===== config.mk =====
export PLATFORM = sky130hd
export DESIGN_NAME = thunderbird_ctrl_flat
export DESIGN_NICKNAME = d
export VERILOG_FILES = /design/src/rtl/thunderbird_if.sv /design/src/rtl/thunderbird_ctrl.sv /design/src/flat_wrapper.sv
export SDC_FILE = /design/constraint.sdc
export NUM_CORES = 1
export LEC_CHECK = 0
export BUFFER_PORTS_ARGS = -buffer_cell sky130_fd_sc_hd__buf_2
export CAP_MARGIN = 20
export CORE_UTILIZATION = 40
export CTS_CLUSTER_DIAMETER = 60
export CTS_CLUSTER_SIZE = 12
export DETAILED_ROUTE_END_ITERATION = 12
export SLEW_MARGIN = 20
export SYNTH_ARGS = -nofsm -noshare
export SYNTH_HDL_FRONTEND = slang
export SYNTH_SLANG_ARGS = --single-unit

===== constraint.sdc =====
create_clock -name clk -period 4.07 [get_ports clk]
set_input_delay 0.407 -clock clk [delete_from_list [all_inputs] [get_ports clk]]
set_output_delay 0.407 -clock clk [all_outputs]
set_load 0.005 [all_outputs]

===== src/rtl/thunderbird_if.sv =====
// Switch inputs and sequencer command outputs for thunderbird_ctrl.
interface thunderbird_if;
    logic sw_left;
    logic sw_right;
    logic sw_brk;
    logic sw_hzd;
    logic sw_rlight;
    logic step;
    logic left;
    logic right;
    logic brk;
    logic hzd;
    logic rlight;
    logic dimclk;

    modport master (
        output sw_left, sw_right, sw_brk, sw_hzd, sw_rlight,
        input  step, left, right, brk, hzd, rlight, dimclk
    );

    modport slave (
        input  sw_left, sw_right, sw_brk, sw_hzd, sw_rlight,
        output step, left, right, brk, hzd, rlight, dimclk
    );
endinterface


===== src/rtl/thunderbird_ctrl.sv =====
// Tail-light input conditioner: switch sync/debounce, step and dimming clocks,
// and a step-aligned brake/hazard/turn arbiter with a 4-step sweep lock.
module thunderbird_ctrl #(
    parameter int unsigned DB_CYCLES = 4,
    parameter int unsigned STEP_DIV  = 8,
    parameter int unsigned DIM_DIV   = 2
) (
    input logic         clk,
    input logic         rst,
    thunderbird_if.slave bus
);
    localparam int unsigned NSW    = 5;
    localparam int unsigned DBC_W  = $clog2(DB_CYCLES) + 1;
    localparam int unsigned STEP_W = $clog2(STEP_DIV);
    localparam int unsigned DIM_W  = (DIM_DIV > 1) ? $clog2(DIM_DIV) : 1;
    localparam int unsigned I_L    = 0;
    localparam int unsigned I_R    = 1;
    localparam int unsigned I_B    = 2;
    localparam int unsigned I_H    = 3;
    localparam int unsigned I_RL   = 4;

    typedef enum logic [1:0] {IDLE, TURN_L, TURN_R, HAZ} state_t;

    logic [NSW-1:0]    raw;
    logic [NSW-1:0]    s1;
    logic [NSW-1:0]    s;
    logic [NSW-1:0]    db;
    logic [DBC_W-1:0]  dbc [NSW];
    logic [STEP_W-1:0] step_cnt;
    logic [DIM_W-1:0]  dim_cnt;
    logic              step_q;
    logic              dimclk_q;
    logic              left_q;
    logic              right_q;
    logic              hzd_q;
    logic              brk_q;
    logic              req_h;
    logic              req_l;
    logic              req_r;
    logic              eval_idle;
    state_t            state;
    state_t            state_nxt;
    logic [1:0]        seq;
    logic [1:0]        seq_nxt;

    assign raw = {bus.sw_rlight, bus.sw_hzd, bus.sw_brk, bus.sw_right, bus.sw_left};

    // Two-flop synchronizer followed by a per-input persistence counter
    always_ff @(posedge clk or negedge rst) begin
        if (!rst) begin
            s1 <= '0;
            s  <= '0;
            db <= '0;
            for (int i = 0; i < NSW; i++) dbc[i] <= '0;
        end else begin
            s1 <= raw;
            s  <= s1;
            for (int i = 0; i < NSW; i++) begin
                if (s[i] == db[i]) begin
                    dbc[i] <= '0;
                end else if (dbc[i] == DBC_W'(DB_CYCLES - 1)) begin
                    db[i]  <= s[i];
                    dbc[i] <= '0;
                end else begin
                    dbc[i] <= dbc[i] + DBC_W'(1);
                end
            end
        end
    end

    // Step enable: one cycle high after each divider wrap
    always_ff @(posedge clk or negedge rst) begin
        if (!rst) begin
            step_cnt <= '0;
            step_q   <= 1'b0;
        end else if (step_cnt == STEP_W'(STEP_DIV - 1)) begin
            step_cnt <= '0;
            step_q   <= 1'b1;
        end else begin
            step_cnt <= step_cnt + STEP_W'(1);
            step_q   <= 1'b0;
        end
    end

    always_ff @(posedge clk or negedge rst) begin
        if (!rst) begin
            dim_cnt  <= '0;
            dimclk_q <= 1'b0;
        end else if (dim_cnt == DIM_W'(DIM_DIV - 1)) begin
            dim_cnt  <= '0;
            dimclk_q <= ~dimclk_q;
        end else begin
            dim_cnt <= dim_cnt + DIM_W'(1);
        end
    end

    assign req_h = db[I_H] | (db[I_L] & db[I_R]);
    assign req_l = db[I_L] & ~db[I_R] & ~db[I_H];
    assign req_r = db[I_R] & ~db[I_L] & ~db[I_H];

    always_ff @(posedge clk or negedge rst) begin
        if (!rst) begin
            state <= IDLE;
            seq   <= '0;
        end else if (step_q) begin
            state <= state_nxt;
            seq   <= seq_nxt;
        end
    end

    // A turn mid-sweep only advances seq; every other case is a fresh arbitration
    always_comb begin
        state_nxt = state;
        seq_nxt   = seq;
        eval_idle = 1'b1;
        case (state)
            TURN_L, TURN_R: begin
                if (!req_h && (seq != 2'd3)) begin
                    seq_nxt   = seq + 2'd1;
                    eval_idle = 1'b0;
                end
            end
            default: eval_idle = 1'b1;
        endcase
        if (eval_idle) begin
            seq_nxt = '0;
            if (req_h)      state_nxt = HAZ;
            else if (req_l) state_nxt = TURN_L;
            else if (req_r) state_nxt = TURN_R;
            else            state_nxt = IDLE;
        end
    end

    always_ff @(posedge clk or negedge rst) begin
        if (!rst) begin
            left_q  <= 1'b0;
            right_q <= 1'b0;
            hzd_q   <= 1'b0;
            brk_q   <= 1'b0;
        end else if (step_q) begin
            left_q  <= (state_nxt == TURN_L);
            right_q <= (state_nxt == TURN_R);
            hzd_q   <= (state_nxt == HAZ);
            brk_q   <= db[I_B];
        end
    end

    assign bus.step   = step_q;
    assign bus.dimclk = dimclk_q;
    assign bus.left   = left_q;
    assign bus.right  = right_q;
    assign bus.hzd    = hzd_q;
    assign bus.brk    = brk_q;
    assign bus.rlight = db[I_RL];
endmodule


===== src/flat_wrapper.sv =====
// flat-port wrapper written by rule: the top's interface ports become plain ports
module thunderbird_ctrl_flat 
#(
    parameter int unsigned DB_CYCLES = 4,
    parameter int unsigned STEP_DIV  = 8,
    parameter int unsigned DIM_DIV   = 2
)
  (clk, rst, bus_sw_left, bus_sw_right, bus_sw_brk, bus_sw_hzd, bus_sw_rlight, bus_step, bus_left, bus_right, bus_brk, bus_hzd, bus_rlight, bus_dimclk);
  thunderbird_if bus_i ();
  input logic clk;
  input logic rst;
  input wire logic [$bits(bus_i.sw_left)-1:0] bus_sw_left;
  input wire logic [$bits(bus_i.sw_right)-1:0] bus_sw_right;
  input wire logic [$bits(bus_i.sw_brk)-1:0] bus_sw_brk;
  input wire logic [$bits(bus_i.sw_hzd)-1:0] bus_sw_hzd;
  input wire logic [$bits(bus_i.sw_rlight)-1:0] bus_sw_rlight;
  output wire logic [$bits(bus_i.step)-1:0] bus_step;
  output wire logic [$bits(bus_i.left)-1:0] bus_left;
  output wire logic [$bits(bus_i.right)-1:0] bus_right;
  output wire logic [$bits(bus_i.brk)-1:0] bus_brk;
  output wire logic [$bits(bus_i.hzd)-1:0] bus_hzd;
  output wire logic [$bits(bus_i.rlight)-1:0] bus_rlight;
  output wire logic [$bits(bus_i.dimclk)-1:0] bus_dimclk;
  assign bus_i.sw_left = bus_sw_left;
  assign bus_i.sw_right = bus_sw_right;
  assign bus_i.sw_brk = bus_sw_brk;
  assign bus_i.sw_hzd = bus_sw_hzd;
  assign bus_i.sw_rlight = bus_sw_rlight;
  assign bus_step = bus_i.step;
  assign bus_left = bus_i.left;
  assign bus_right = bus_i.right;
  assign bus_brk = bus_i.brk;
  assign bus_hzd = bus_i.hzd;
  assign bus_rlight = bus_i.rlight;
  assign bus_dimclk = bus_i.dimclk;
  thunderbird_ctrl #(.DB_CYCLES(DB_CYCLES), .STEP_DIV(STEP_DIV), .DIM_DIV(DIM_DIV)) u_core (.clk(clk), .rst(rst), .bus(bus_i));
endmodule

==> impl_metrics.env, run 1 <==
export IMPL_drt_initial_drc_count=31
export IMPL_endpoint_kind="output pin"
export IMPL_reg2reg_to="u_core.bus.right$_DFFE_PN0P_"
export IMPL_fmax_mhz=686.9
export IMPL_worst_slack_ns=2.614
export IMPL_pre_cts_slack_ns=2.685
export IMPL_grt_setup_unrepaired="no"
export IMPL_met3_usage_pct=4.310
export IMPL_crit_buf_inv=1
export IMPL_ant_nets=0
export IMPL_ys_seq_area_share_pct=67.28
export IMPL_layout_commonest_cell="dfrtp_1"
export IMPL_grt_max_degree=45
export IMPL_grt_pass1_wl_um=3939
export IMPL_die_area_um2=4351
export IMPL_portBuffers=13
export IMPL_hold_violations=0
export IMPL_path_cells="buf_2"
export IMPL_max_slew_worst_pin_slew_ns=0.9249
export IMPL_io_pins=14
export IMPL_post_cts_resized=0
export IMPL_post_cts_buffers=0
export IMPL_cp_arrival_ns=1.05
export IMPL_syn_inst=115
export IMPL_dieHeight_um=65.97
export IMPL_synth_top_area_share_pct=67.28
export IMPL_dp_hpwl_um=1581
export IMPL_fin_nets=149
export IMPL_status="finished clean"
export IMPL_gp_congestion=0.7075
export IMPL_worstHoldEndpoint="u_core.s1[4]$_DFF_PN0_"
export IMPL_path_clk_slew_ns=0.08
export IMPL_fin_util_pct=49.08
export IMPL_syn_to_final_growth_pct=13.91
export IMPL_critPathLaunchType="flop"
export IMPL_worst_path_largest_cell_delay_ns=0.57
export IMPL_numCtsBuffers=5
export IMPL_worstHoldPathCells=1
export IMPL_setup_viol=0
export IMPL_cts_tree="yes"
export IMPL_busiest_layer="met2"
export IMPL_min_path_type="in2reg"
export IMPL_grt_ovfl_total=0
export IMPL_period_minus_slack_ns=1.456
export IMPL_yosysUniqueCellTypes=27
export IMPL_drive_gt1_share_pct=20.00
export IMPL_cts_hold_buf=0
export IMPL_rr_worst_depth=4
export IMPL_firstDrtPassIters=4
export IMPL_vdd_ir_drop_max_v=0.0003851
export IMPL_insertedDiodeCount=0
export IMPL_yosysTopAreaCell="dfrtp_1"
export IMPL_syn_area_um2=1637
export IMPL_min_delay_start="bus_sw_rlight"
export IMPL_clk_path_buf_depth=2
export IMPL_p_leak_uw=0.0008926
export IMPL_drt_wl_total_um=2214
export IMPL_yosys_warnings=0
export IMPL_wire_per_inst_um=12.10
export IMPL_critPathKind="reg2out"
export IMPL_vias_per_cell=4.809
export IMPL_synth_seq_cells=44
export IMPL_grt_util_met2_pct=20.03
export IMPL_fillers=332
export IMPL_r2r_start="u_core.seq[0]$_DFFE_PN0P_"
export IMPL_rows=22
export IMPL_grt_antenna_before_repair=0
export IMPL_slew_headroom_pct=38.34
export IMPL_final_cell_mix="dfrtp_1 (44), buf_2 (13), nor2b_1 (8), nor3b_1 (8), ha_1 (8)"
export IMPL_clkSinkCount=44
export IMPL_clk_latency_ns=0.29
export IMPL_tns_ns=0
export IMPL_syn_avg_cell_area_um2=14.23
export IMPL_cts_max_level=2
export IMPL_reg2reg_setup_slack_ns=2.65
export IMPL_grt_pass1_vias=905
export IMPL_critPathMaxFanout=12
export IMPL_cp_required_ns=3.66
export IMPL_power_density_nw_per_um2=653.1
export IMPL_critical_path_slowest_cell="dfrtp_1"
export IMPL_fin_skew_ns=0.005927
export IMPL_initial_core_util_pct=43.08
export IMPL_die_w_um=65.97
export IMPL_grtUsageTotal_pct=12.70
export IMPL_remaining_drc_errors=0
export IMPL_ctsRootBufferMaster="clkbuf_8"
export IMPL_synth_nets=130
export IMPL_drv_slew=0
export IMPL_route_vias_total=880
export IMPL_cap_violations=0
export IMPL_crit_family="flip-flops"
export IMPL_synth_area_top_cells="dfrtp_1 (67%), ha_1 (6.1%), nor3b_1 (3.7%)"
export IMPL_met1_usage_pct=14.41
export IMPL_coreArea_um2=3799
export IMPL_fin_crit_sh_pct=35.77
## flip-flops by register name (all words and copies together), names as in the netlist, 2 cells and up
name and cells:
u_core.step_cnt 3, u_core.state 2, u_core.seq 2, u_core.db 5
u_core.s 5, u_core.s1 5, u_core.dbc 15
## logic make-up after synthesis
family / count (synthesis) / share of synthesized area, %
xor+xnor: 7 / 3.746
flops: 44 / 67.28
buf+inv: 5 / 1.223
simple gates: 34 / 12.69
mux: 5 / 3.440
fa+ha+maj: 8 / 6.116
compound gates: 12 / 5.505
## cell usage after synthesis
master     instances
inv_1              4
buf_2              1
o21ai_0            1
nor2b_1            8
a21oi_1            2
nand2b_1           1
mux2_1             1
o21ba_1            1
mux2_2             4
nor2_1             5
nand2_1            4
ha_1               8
nor3_1             5
a32o_2             1
xnor2_1            5
xor2_1             2
o31ai_1            1
o2bb2ai_1          2
dfrtp_1           44
o21ai_1            1
nor4b_2            1
o32ai_1            1
nand3b_1           1
nor3b_1            8
a31oi_1            1
o22a_1             1
nor3_2             1
## metrics by stage
stage | hold slack [ns] | instances | total power, µW | area (µm²)
6_report | 0.2224 | 183 | 1218 | 1864
5_1_grt | 0.2080 | 183 | 1306 | 1864
4_1_cts | 0.2121 | 183 | 1239 | 1864
3_5_place_dp | 0.3347 | 175 | 915.7 | 1757
3_3_place_gp | 0.3333 | 175 | 896.4 | 1757
2_1_floorplan | 0.1114 | 115 | 828.3 | 1637
## worst max-delay path by stage
stage	startpoint	endpoint	slack, ns	cells past startpoint
CTS	u_core.bus.step$_DFF_PN0_	bus_step	2.59	1
global placement	u_core.seq[0]$_DFFE_PN0P_	u_core.bus.right$_DFFE_PN0P_	2.72	4
global route	u_core.bus.step$_DFF_PN0_	bus_step	2.55	1
finish	u_core.bus.step$_DFF_PN0_	bus_step	2.61	1
floorplan	u_core.seq[0]$_DFFE_PN0P_	u_core.bus.right$_DFFE_PN0P_	2.76	4
detailed placement	u_core.seq[0]$_DFFE_PN0P_	u_core.bus.right$_DFFE_PN0P_	2.68	4
## power breakdown
group	switching [µW]	internal (µW)	total, µW
sequential	81.0	540	621
combinational	129	153	282
clock	133	182	315
total	343	874	1220
## final cells by class
cell class | instances | area [µm²] | share of cell area, %
timing repair buffer | 13 | 65.06 | 3.490
clock inverter | 2 | 35.03 | 1.879
inverter | 4 | 15.01 | 0.8054
sequential | 44 | 1101 | 59.06
clock buffer | 6 | 72.57 | 3.893
tap | 48 | 60.06 | 3.221
multi-input combinational | 66 | 515.5 | 27.65
## layer usage
metal	routed length (µm)	share of wire, %
met1	1008	46
met2	1048	47
met3	103	4.7
met4	54	2.4
met5	0	0
No activity file was read; power rests on OpenSTA's default activity.
==> run 2, diff against run 1 <==
Clock period 4.07 ns to 1.2 ns, I/O delays scaled along.
==> impl_metrics.env, run 2 (same netlist as run 1, synthesis figures left out) <==
export IMPL_seq_area_um2=1101
export IMPL_fin_nets=164
export IMPL_cp_required_ns=1.39
export IMPL_pwr_share_seq_pct=49.3
export IMPL_path_clk_slew_ns=0.08
export IMPL_fin_crit_sh_pct=107.0
export IMPL_period_minus_slack_ns=1.284
export IMPL_status="finished, violations left"
export IMPL_rows=22
export IMPL_cts_tree="yes"
export IMPL_route_vias_total=955
export IMPL_numCtsBuffers=5
export IMPL_fin_skew_ns=0.004916
export IMPL_wire_per_inst_um=12.10
export IMPL_worst_path_largest_cell_delay_ns=0.42
export IMPL_grt_ovfl_total=0
export IMPL_grt_max_degree=45
export IMPL_layout_commonest_cell="dfrtp_1"
export IMPL_crit_buf_inv=0
export IMPL_worst_slack_ns=-0.08396
export IMPL_instances_no_fill=198
export IMPL_endpoint_kind="flop"
export IMPL_critical_path_slowest_cell="dfrtp_1"
export IMPL_hold_violations=0
export IMPL_clk_latency_ns=0.30
export IMPL_die_area_um2=4351
export IMPL_power_switching_uw=1302
export IMPL_critPathLaunchType="flop"
export IMPL_fmax_mhz=778.8
export IMPL_io_pins=14
export IMPL_swShare_pct=30.16
export IMPL_portBuffers=13
export IMPL_pre_cts_slack_ns=-0.1320
export IMPL_die_w_um=65.97
export IMPL_multi_input_area_um2=579.3
export IMPL_total_power_uw=4318
export IMPL_clk_path_buf_depth=2
export IMPL_reg2reg_to="u_core.bus.right$_DFFE_PN0P_"
export IMPL_cap_violations=0
export IMPL_drt_initial_drc_count=30
export IMPL_fillers=326
export IMPL_drt_wl_total_um=2395
export IMPL_grt_setup_unrepaired="yes"
export IMPL_grt_pass1_wl_um=4064
export IMPL_firstDrtPassIters=3
export IMPL_ant_nets=0
export IMPL_top_register="u_core.dbc"
export IMPL_vdd_ir_drop_max_v=0.001027
export IMPL_insertedDiodeCount=0
export IMPL_min_path_type="in2async"
export IMPL_drive_gt1_share_pct=32.00
export IMPL_power_density_nw_per_um2=2098
export IMPL_remaining_drc_errors=0
export IMPL_initial_core_util_pct=43.08
export IMPL_coreArea_um2=3799
export IMPL_drv_slew=0
export IMPL_violations="negative setup slack"
export IMPL_critPathMaxFanout=5
export IMPL_path_cells="ha_4 -> nor4b_4 -> nor3_2 -> a32o_2"
export IMPL_reg2reg_setup_slack_ns=-0.08
export IMPL_clkSinkCount=44
export IMPL_power_internal_uw=3016
export IMPL_fin_util_pct=54.18
export IMPL_dp_hpwl_um=1600
export IMPL_cp_arrival_ns=1.48
export IMPL_grt_pass1_vias=940
export IMPL_setup_viol=4
export IMPL_grtUsageTotal_pct=13.16
export IMPL_rr_worst_depth=4
export IMPL_syn_to_final_growth_pct=25.76
export IMPL_ctsRootBufferMaster="clkbuf_8"
export IMPL_dp_cells=182
export IMPL_max_slew_worst_pin_slew_ns=0.2921
export IMPL_crit_family="flip-flops"
export IMPL_cts_max_level=2
export IMPL_largest_reg_flops=15
export IMPL_grt_antenna_before_repair=0
export IMPL_gp_congestion=0.7483
export IMPL_slew_headroom_pct=80.53
export IMPL_p_comb_share_pct=28.6
export IMPL_vias_per_cell=4.823
export IMPL_final_cell_mix="dfrtp_1 (44), buf_2 (13), nor3b_1 (8), buf_4 (8)"
export IMPL_critPathKind="reg2reg"
export IMPL_dieHeight_um=65.97
export IMPL_p_leak_uw=0.0009559
export IMPL_pwr_share_clk_pct=22.1
export IMPL_r2r_start="u_core.seq[0]$_DFFE_PN0P_"
-- run 2: cell count changes in the layout (fill, tap and decap cells not counted), moves of 2 or more --
cell,previous run,this run
nor2b_1,8,4
clkinvlp_4,0,2
nor2b_2,0,2
dlygate4sd3_1,0,6
ha_1,8,4
nor2b_4,0,2
ha_2,0,3
buf_4,0,8
-- run 2: power by group through the flow --
stage	Combinational (µW)	Sequential, µW	Clock (µW)
finish	1240	2130	956
global route	1390	2180	1070
CTS	1150	2120	1010
detailed placement	1100	2120	0
global placement	1060	2090	0
floorplan	730	2080	0
-- run 2: metrics by stage --
stage	cell area, µm²	setup TNS, ns	hold WS (ns)
final	2058	-0.1865	0.3252
after global routing	2058	-0.4943	0.3362
after CTS	2006	-0.3388	0.3203
after detailed placement	1824	-0.3465	0.1130
after global placement	1824	-0.1455	0.1085
after floorplan	1639	-0.06753	-0.1756
-- run 2: how the worst max path moves through the flow --
| stage | start | end | slack (ns) | depth (start not counted) |
|---|---|---|---|---|
| 2_1_floorplan | u_core.seq[0]$_DFFE_PN0P_ | u_core.bus.right$_DFFE_PN0P_ | -0.07 | 4 |
| 3_3_place_gp | u_core.seq[0]$_DFFE_PN0P_ | u_core.bus.right$_DFFE_PN0P_ | -0.09 | 4 |
| 3_5_place_dp | u_core.seq[0]$_DFFE_PN0P_ | u_core.bus.right$_DFFE_PN0P_ | -0.13 | 4 |
| 4_1_cts | u_core.seq[1]$_DFFE_PN0P_ | u_core.bus.right$_DFFE_PN0P_ | -0.13 | 4 |
| 5_1_grt | u_core.seq[0]$_DFFE_PN0P_ | u_core.bus.right$_DFFE_PN0P_ | -0.15 | 4 |
| 6_report | u_core.seq[0]$_DFFE_PN0P_ | u_core.bus.right$_DFFE_PN0P_ | -0.08 | 4 |
-- run 2: area by class of cell --
class / instances / share of cell area (%)
Clock buffer: 6 / 4.012
Clock inverter: 2 / 0.7295
Inverter: 4 / 0.7295
Multi-Input combinational cell: 66 / 28.15
Sequential cell: 44 / 53.50
Tap cell: 48 / 2.918
Timing Repair Buffer: 28 / 9.970
-- run 2: worst min-delay path: cells and delay by family --
kind	cells	cell delay (ns)
buf+inv	3	0.87
-- run 2: timing repair --
action                                  CTS  global route
pin swaps                                 4             7
setup buffers                             0             2
endpoints found under the setup margin    6            10
endpoints found under the hold margin    49             0
hold buffers                              6             0
gates resized for setup                   4            10
-- run 2: routing by layer --
metal	vias to the layer above	GRT usage, %	part of all wire (%)
met2	16	19.39	43
met5	-	0	0
met1	468	15.59	50
met4	0	7.713	2.3
met3	5	6.207	4.1
li1	466	-	-
